### src/rtl/risc16_pkg.sv
// rtl/risc16_pkg.sv - shared types and constants for the RISC-16 instruction memory loader
// Optional checksum state is present only with RISC16_LOADER_CHECKSUM_EN.
package risc16_pkg;

  localparam int ADDR_W_DEF = 6;
  localparam int WORD_W_DEF = 16;
  localparam int DEPTH_DEF  = 64;

  // Header byte 0 stands for a full 64-word image; anything above 64 is rejected.
  localparam int HDR_ZERO_WORDS = 64;
  localparam int HDR_LIMIT      = 64;

  typedef enum logic [2:0] {
    S_HDR = 3'd0,
    S_HI  = 3'd1,
    S_LO  = 3'd2,
`ifdef RISC16_LOADER_CHECKSUM_EN
    S_CHK = 3'd3,
`endif
    S_RUN = 3'd4,
    S_ERR = 3'd5
  } loader_state_t;

  function automatic logic [8:0] hdr_words(input logic [7:0] hdr);
    return (hdr == 8'd0) ? 9'(HDR_ZERO_WORDS) : {1'b0, hdr};
  endfunction

endpackage

### src/rtl/risc16_byte_pair.sv
// rtl/risc16_byte_pair.sv - assembles {hi,lo} byte pairs into registered instruction memory writes
module risc16_byte_pair
  import risc16_pkg::*;
#(
  parameter int ADDR_W = ADDR_W_DEF,
  parameter int WORD_W = WORD_W_DEF
) (
  input  logic              clk,
  input  logic              rst,
  input  logic              hi_load,
  input  logic              lo_load,
  input  logic [7:0]        byte_data,
  input  logic [ADDR_W-1:0] word_addr,
  output logic              mem_we,
  output logic [ADDR_W-1:0] mem_addr,
  output logic [WORD_W-1:0] mem_wdata
);

  logic [7:0] hi_q;

  always_ff @(posedge clk) begin
    if (rst) begin
      hi_q      <= '0;
      mem_we    <= 1'b0;
      mem_addr  <= '0;
      mem_wdata <= '0;
    end else begin
      mem_we <= lo_load;
      if (hi_load) hi_q <= byte_data;
      if (lo_load) begin
        mem_addr  <= word_addr;
        mem_wdata <= WORD_W'({hi_q, byte_data});
      end
    end
  end

endmodule

### src/rtl/risc16_imem_loader.sv
// rtl/risc16_imem_loader.sv - byte-stream loader for RISC-16 instruction memory, holds core in reset until loaded
// Define RISC16_LOADER_CHECKSUM_EN to require a trailing XOR checksum byte.
module risc16_imem_loader
  import risc16_pkg::*;
#(
  parameter int ADDR_W = ADDR_W_DEF,
  parameter int WORD_W = WORD_W_DEF,
  parameter int DEPTH  = DEPTH_DEF
) (
  input  logic              clk,
  input  logic              rst,
  input  logic              load_req,
  input  logic [7:0]        in_data,
  input  logic              in_valid,
  output logic              in_ready,
  output logic              mem_we,
  output logic [ADDR_W-1:0] mem_addr,
  output logic [WORD_W-1:0] mem_wdata,
  output logic              cpu_rst,
  output logic              done,
  output logic              err
);

  loader_state_t     state_q, state_d;
  logic [ADDR_W-1:0] word_cnt_q;
  logic [ADDR_W-1:0] last_idx_q;
  logic              busy;
  logic              accept;
  logic              hi_load;
  logic              lo_load;
  logic              last_word;
  logic              done_d;
  logic [8:0]        hdr_words_w;
  logic              hdr_ok;

`ifdef RISC16_LOADER_CHECKSUM_EN
  logic [7:0] csum_q;
`endif

  assign hdr_words_w = hdr_words(in_data);
  assign hdr_ok      = (hdr_words_w <= 9'(DEPTH));
  assign last_word   = (word_cnt_q == last_idx_q);

  always_comb begin
    busy = 1'b0;
    case (state_q)
      S_HDR, S_HI, S_LO: busy = 1'b1;
`ifdef RISC16_LOADER_CHECKSUM_EN
      S_CHK:             busy = 1'b1;
`endif
      default:           busy = 1'b0;
    endcase
  end

  assign in_ready = busy & ~load_req & ~rst;
  assign accept   = in_valid & in_ready;

  always_comb begin
    state_d = state_q;
    hi_load = 1'b0;
    lo_load = 1'b0;
    case (state_q)
      S_HDR: if (accept) state_d = hdr_ok ? S_HI : S_ERR;
      S_HI: begin
        if (accept) begin
          hi_load = 1'b1;
          state_d = S_LO;
        end
      end
      S_LO: begin
        if (accept) begin
          lo_load = 1'b1;
          if (!last_word) state_d = S_HI;
`ifdef RISC16_LOADER_CHECKSUM_EN
          else            state_d = S_CHK;
`else
          else            state_d = S_RUN;
`endif
        end
      end
`ifdef RISC16_LOADER_CHECKSUM_EN
      S_CHK: if (accept) state_d = (in_data == csum_q) ? S_RUN : S_ERR;
`endif
      S_RUN:   state_d = S_RUN;
      S_ERR:   state_d = S_ERR;
      default: state_d = S_HDR;
    endcase
    if (load_req) state_d = S_HDR;
  end

  // Without the checksum, release waits one cycle past the final write strobe.
`ifdef RISC16_LOADER_CHECKSUM_EN
  assign done_d = (state_d == S_RUN);
`else
  assign done_d = (state_q == S_RUN) && (state_d == S_RUN);
`endif

  always_ff @(posedge clk) begin
    if (rst) begin
      state_q <= S_HDR;
      done    <= 1'b0;
      cpu_rst <= 1'b1;
      err     <= 1'b0;
    end else begin
      state_q <= state_d;
      done    <= done_d;
      cpu_rst <= ~done_d;
      err     <= (state_d == S_ERR);
    end
  end

  always_ff @(posedge clk) begin
    if (rst || load_req) begin
      word_cnt_q <= '0;
      last_idx_q <= '0;
    end else if (state_q == S_HDR && accept) begin
      word_cnt_q <= '0;
      last_idx_q <= ADDR_W'(hdr_words_w - 9'd1);
    end else if (lo_load && !last_word) begin
      word_cnt_q <= word_cnt_q + 1'b1;
    end
  end

`ifdef RISC16_LOADER_CHECKSUM_EN
  always_ff @(posedge clk) begin
    if (rst || load_req) csum_q <= '0;
    else if (accept)     csum_q <= csum_q ^ in_data;
  end
`endif

  risc16_byte_pair #(
    .ADDR_W (ADDR_W),
    .WORD_W (WORD_W)
  ) u_byte_pair (
    .clk       (clk),
    .rst       (rst),
    .hi_load   (hi_load),
    .lo_load   (lo_load),
    .byte_data (in_data),
    .word_addr (word_cnt_q),
    .mem_we    (mem_we),
    .mem_addr  (mem_addr),
    .mem_wdata (mem_wdata)
  );

endmodule
### config.mk
export PLATFORM = sky130hd
export DESIGN_NAME = risc16_imem_loader
export DESIGN_NICKNAME = d
export VERILOG_FILES = /design/src/rtl/risc16_pkg.sv /design/src/rtl/risc16_byte_pair.sv /design/src/rtl/risc16_imem_loader.sv
export SDC_FILE = /design/constraint.sdc
export NUM_CORES = 1
export LEC_CHECK = 0
export CAP_MARGIN = 20
export CORE_ASPECT_RATIO = 0.6
export CORE_MARGIN = 3
export CORE_UTILIZATION = 54
export CTS_BUF_LIST = sky130_fd_sc_hd__clkbuf_2 sky130_fd_sc_hd__clkbuf_4 sky130_fd_sc_hd__clkbuf_8
export CTS_CLUSTER_DIAMETER = 60
export CTS_CLUSTER_SIZE = 10
export DETAILED_ROUTE_END_ITERATION = 7
export HOLD_SLACK_MARGIN = 0.12
export PLACE_DENSITY = 0.87
export SETUP_SLACK_MARGIN = 0.15
export SLEW_MARGIN = 20
export SYNTH_ARGS = -nofsm -noshare
export SYNTH_HDL_FRONTEND = slang
export SYNTH_SLANG_ARGS = --single-unit
### constraint.sdc
create_clock -name clk -period 1.65 [get_ports clk]
set_input_delay 0.33 -clock clk [delete_from_list [all_inputs] [get_ports clk]]
set_output_delay 0.33 -clock clk [all_outputs]
set_load 0.05 [all_outputs]
-- After elaboration in Yosys (flattened, before gate mapping)
Cells that the tools add are included.
- bits in read-only memories: 0
- bits of input ports: 12
- memories kept: 0
- register bits: 49
- memory bits (writable): 0
- output and inout bits: 27
- latch bits: 0
- logic and storage cells: 47
- reductions and logical operators: 9
- order comparisons: 1
- $add $sub $neg: 2
- eq/ne operators: 7
- multiply operators: 0
- div/mod/pow operators: 0
- bitwise gates (word level): 6
- shifts and indexed selects: 0
- muxes and demuxes: 12
- operator list (cell ; number):
    two-way mux 3 bit ; 6
    case mux 3 bit (5 select lines) ; 1
    equality test 3 bit, second input constant ; 4
    <= comparator 8 x 7 -> 1 bit, second input constant ; 1
    logical NOT 8 bit ; 1
    two-way mux 8 bit ; 1
    adder 6 x 1 -> 6 bit, second input constant ; 1
    equality test 6 bit ; 1
    subtractor 6 x 1 -> 6 bit, second input constant ; 1
    two-way mux 1 bit ; 4
    AND 1 bit ; 3
    equality test 3 x 1 -> 1 bit, second input constant ; 1
    equality test 3 x 2 -> 1 bit, second input constant ; 1
    logical AND 1 bit ; 3
    logical NOT 3 bit ; 1
    NOT 1 bit ; 3
    OR reduction 3 bit ; 1
    OR reduction 2 bit ; 1
    logical NOT 1 bit ; 1
    logical OR 1 bit ; 1

-- Depth between registers and ports, before layout
- depth after elaboration: 12
- mapped depth: 7
- depth with buffers taken out: 6

-- Cells and area by module
Synthesis repeated with hierarchy kept, for this count alone.
- cells, all modules: 209
- area total of the unflattened synthesis: 2082.0 sq um
- by module, submodules not included (module ; seq. area each (sq um) ; instances ; area an instance (sq um) ; cells an instance):
    risc16_byte_pair ; 620.6 ; 1 ; 1111.1 ; 99
    risc16_imem_loader ; 360.3 ; 1 ; 970.9 ; 110

-- Worst setup path before layout
No wires, ideal clock.
- kind: in2out
- start: in rst
- end: out in_ready
- stages: 4
- buffers on the path: 2
- data required time: 1320 ps
- setup slack: -749 ps
- data arrival time: 2069 ps
- cells stage by stage: buf_6 -> or2_2 -> clkbuf_1 -> a211oi_1
- word-level cells in the longest chain between the ends: 2
- ends and longest elaborated chain (what ; line ; text):
    from (decl) ; risc16_imem_loader.sv:11 ; input logic rst,
    NOT 1 bit ; risc16_imem_loader.sv:55 ; assign in_ready = busy & ~load_req & ~rst;
    AND 1 bit ; risc16_imem_loader.sv:55 ;
    to (decl) ; risc16_imem_loader.sv:15 ; output logic in_ready,
Every way passes these cells.

-- Worst setup path in the final report
- start: in load_req
- end: out in_ready
- word-level cells in the longest chain between the ends: 3
- ends and longest elaborated chain (what ; line ; text):
    from (decl) ; risc16_imem_loader.sv:12 ; input logic load_req,
    NOT 1 bit ; risc16_imem_loader.sv:55 ;
    AND 1 bit (2 in a row) ; risc16_imem_loader.sv:55 ;
Every way passes these cells.

==> results.json <==
{
  "crit_path_end_kind": "primary output",
  "timing.critical_path.fanout_max": 2,
  "setup_viol_count_final": 0,
  "critical_path.n_buffers_inverters": 3,
  "tightestPinTransition_ns": 0.4193,
  "syn-mean-instance-area_um2": 8.532,
  "num-nets-final": 338,
  "synth_cell_type_count": 39,
  "route.antenna.remaining_nets": 0,
  "peak_per_stage_delay_on_the_critical_path_ns": 0.25,
  "worstPathCellList": "buf_8, buf_6, or2_4, a211oi_4, buf_12",
  "regToRegStartpoint": "state_q[2]",
  "detailed_place.area_um2": 2719,
  "clock_tree.root_cell": "sky130_fd_sc_hd__clkbuf_8",
  "synth.top_cell.area_share": 0.4617,
  "drtIter0Drc": 170,
  "core_area_um2": 3503,
  "die-height_um": 54.59,
  "synth.yosys.seq_area_share": 0.4617,
  "cts_inserted_buffers": 5,
  "vias_after_detailed_routing": 2035,
  "std_cell_rows": 16,
  "netlist_area_um2": 2125,
  "drive_above_1_share": 0.3086,
  "globalRouteTotalUtil": 0.2511,
  "antenna_found_initial": 0,
  "die-area_um2": 4748,
  "number_of_synthesized_flops_with_an_enable_pin": 0,
  "cp.arrival_ns": 1.19,
  "hold_path.class": "primary input to register",
  "warnings_synthesis": 0,
  "ctsHtreeMaxLevel": 2,
  "via_per_inst": 5.515,
  "async_reset_ff_frac": 0,
  "tritoncts_clock_tree": "built",
  "worst_ep_required_time_ns": 1.32,
  "crit_family": "buffers and inverters",
  "placed_cells": 351,
  "vias_in_the_first_global_route": 1847,
  "holdCritStartpoint": "rst",
  "routed_wire_length_per_instance_um": 15.45,
  "worst_skew_pair.late_latency_ns": 0.30,
  "io-pin-count": 39,
  "drc": 0,
  "synthDominantAreaCellType": "sky130_fd_sc_hd__dfxtp_1",
  "grt_setup_unrepaired": "true",
  "worst_setup_path_endpoint": "in_ready",
  "initial_utilization": 0.6064,
  "maxCapViolCount": 0,
  "hold_bufs_inserted_after_cts": 0,
  "postLayoutCellArea_um2": 2948,
  "worst_setup_hold_path_clk_slew_ns": 0.09,
  "synth-seq-cells": 49,
  "final-instance-count-excl-fill": 369,
  "gp_congestion": 0.8725,
  "worst-r2r-setup-slack_ns": 0.15,
  "die-width_um": 86.98,
  "post-route-min-period_ns": 1.521,
  "netlist_instances": 249,
  "worst_hold_slack_ns": 0.3851,
  "cts.sinks": 49,
  "fmax_ghz": 0.6574,
  "timing.critical_path.from_type": "primary input",
  "p_per_area_nw_per_um2": 733.5,
  "area_growth_syn_to_layout_pct": 38.75,
  "finalMaxSlewViolations": 0,
  "postRouteWirelength_um": 5700,
  "worst_r2r_endpoint": "err",
  "insertedDiodeCount": 0,
  "clk_path_buf_depth": 2,
  "worst_supply_voltage_drop_on_vdd_uv": 481.3,
  "setup.worst_path.start": "load_req",
  "synthesis.nets": 264,
  "drtPass1Iterations": 4,
  "post-route-period-util": 0.9219,
  "clock-skew-final_ns": 0.006725,
  "ys_dominant_reg_cell": "sky130_fd_sc_hd__dfxtp_1",
  "run_status": "completed",
  "relSlewSlack": 0.7195,
  "synthTopCellsByArea": "sky130_fd_sc_hd__dfxtp_1 (46%), sky130_fd_sc_hd__nand2_1 (11%), sky130_fd_sc_hd__a21oi_1 (8.5%)",
  "cp.depth": 5,
  "io_buffer_count": 38,
  "power_leakage_nw": 1.193,
  "timing.setup.critical_path_class": "primary input to primary output",
  "grt_start_max_net_pins": 31,
  "grt_pass1_wl_um": 8928,
  "detailed_place_hpwl_um": 3915,
  "cpMaxStageDelayCell": "sky130_fd_sc_hd__a211oi_4",
  "r2r_cells": 5,
  "hold_viol": 0,
  "grt_remaining_overflow": 0
}
-- synth_stat cells (all sizes together) (2+ instances only) --
cell type,instances
nand4,2
xor2,5
nand3,10
nand2,64
nand2b,3
nor2,8
nand3b,2
nor2b,3
a211oi,7
a21oi,37
inv,6
or2,2
ha,3
clkbuf,8
buf,6
mux2i,8
nor3,3
xnor2,6
dfxtp,49
o21ai,4
-- metal layers --
layer | GRT usage | wire (um) | up-vias
met5 | 0 | 0 | -
met4 | 0.06995 | 44 | 0
met3 | 0.06165 | 606 | 9
met2 | 0.3955 | 2614 | 89
met1 | 0.3459 | 2435 | 947
li1 | - | - | 990
-- cell usage in the layout, fill, tap and decap left out, drive strengths merged, types with 4 or more instances in the layout --
master	count
a211oi	7
a21oi	37
buf	71
clkbuf	8
dfxtp	49
dlygate4sd2	6
inv	6
mux2i	8
nand2	64
nand3	10
nor2	8
o21ai	4
xnor2	6
xor2	5
-- worst min path at each step --
stage	slack (ns)	endpoint	cells past startpoint
6_report	0.39	state_q[0]	3
5_1_grt	0.38	state_q[0]	3
4_1_cts	0.39	state_q[0]	3
3_5_place_dp	0.45	u_byte_pair.mem_wdata[9]	2
3_3_place_gp	0.44	u_byte_pair.mem_wdata[11]	2
2_1_floorplan	0.43	u_byte_pair.mem_wdata[10]	2
-- sequential cells by signal, indices dropped and copies added (netlist names) --
signal                 flops
u_byte_pair.mem_wdata     16
u_byte_pair.hi_q           8
last_idx_q                 6
u_byte_pair.mem_addr       6
word_cnt_q                 6
state_q                    3
cpu_rst                    1
done                       1
err                        1
u_byte_pair.mem_we         1
-- area by class of cell --
type	instances	area, um^2
clock buffer	7	83.83
clock inverter	1	7.507
fill	203	555.5
inverter	7	31.28
multi-input combinational	179	1084
sequential	49	984.7
tap	45	56.30
timing repair buffer	81	700.7
-- timing repair --
action / CTS / global route
buffers inserted: 8 / 1
cloned: 0 / 1
pin swaps: 10 / 3
gates resized for setup: 27 / 8
setup endpoints to repair: 45 / 29
-- power breakdown --
group	leakage [nW]	internal, mW	switching, mW
registers	0.397	1.19	0.00802
logic	0.751	0.116	0.129
clock network	0.0453	0.333	0.385
total	1.19	1.64	0.523
-- tightest hold or removal path, delay by kind of cell --
kind | cells | cell delay [ns]
buffers and inverters | 2 | 0.28
AOI/OAI and AO/OA | 1 | 0.04
-- cell families (layout without fill, tap and decap cells) --
group / Yosys count / in the layout / share of synthesized area
simple gates: 104 / 104 / 0.2332
buf+inv: 21 / 96 / 0.04829
mux: 8 / 8 / 0.03769
fa+ha+maj: 3 / 3 / 0.01767
compound gates: 53 / 53 / 0.1561
xor+xnor: 11 / 11 / 0.04535
flops: 49 / 49 / 0.4617
-- through the flow --
| step | power, mW | setup WS (ns) | TNS [ns] | util |
|---|---|---|---|---|
| floorplan | 1.333 | 0.04465 | 0 | - |
| global placement | 1.436 | -0.2686 | -9.525 | 0.7761 |
| detailed placement | 1.441 | -0.3530 | -12.26 | 0.7761 |
| CTS | 2.157 | 0.1243 | 0 | 0.8268 |
| global route | 2.236 | 0.09305 | 0 | 0.8414 |
| finish | 2.162 | 0.1289 | 0 | 0.8414 |
(Power assumes the default switching activity.)
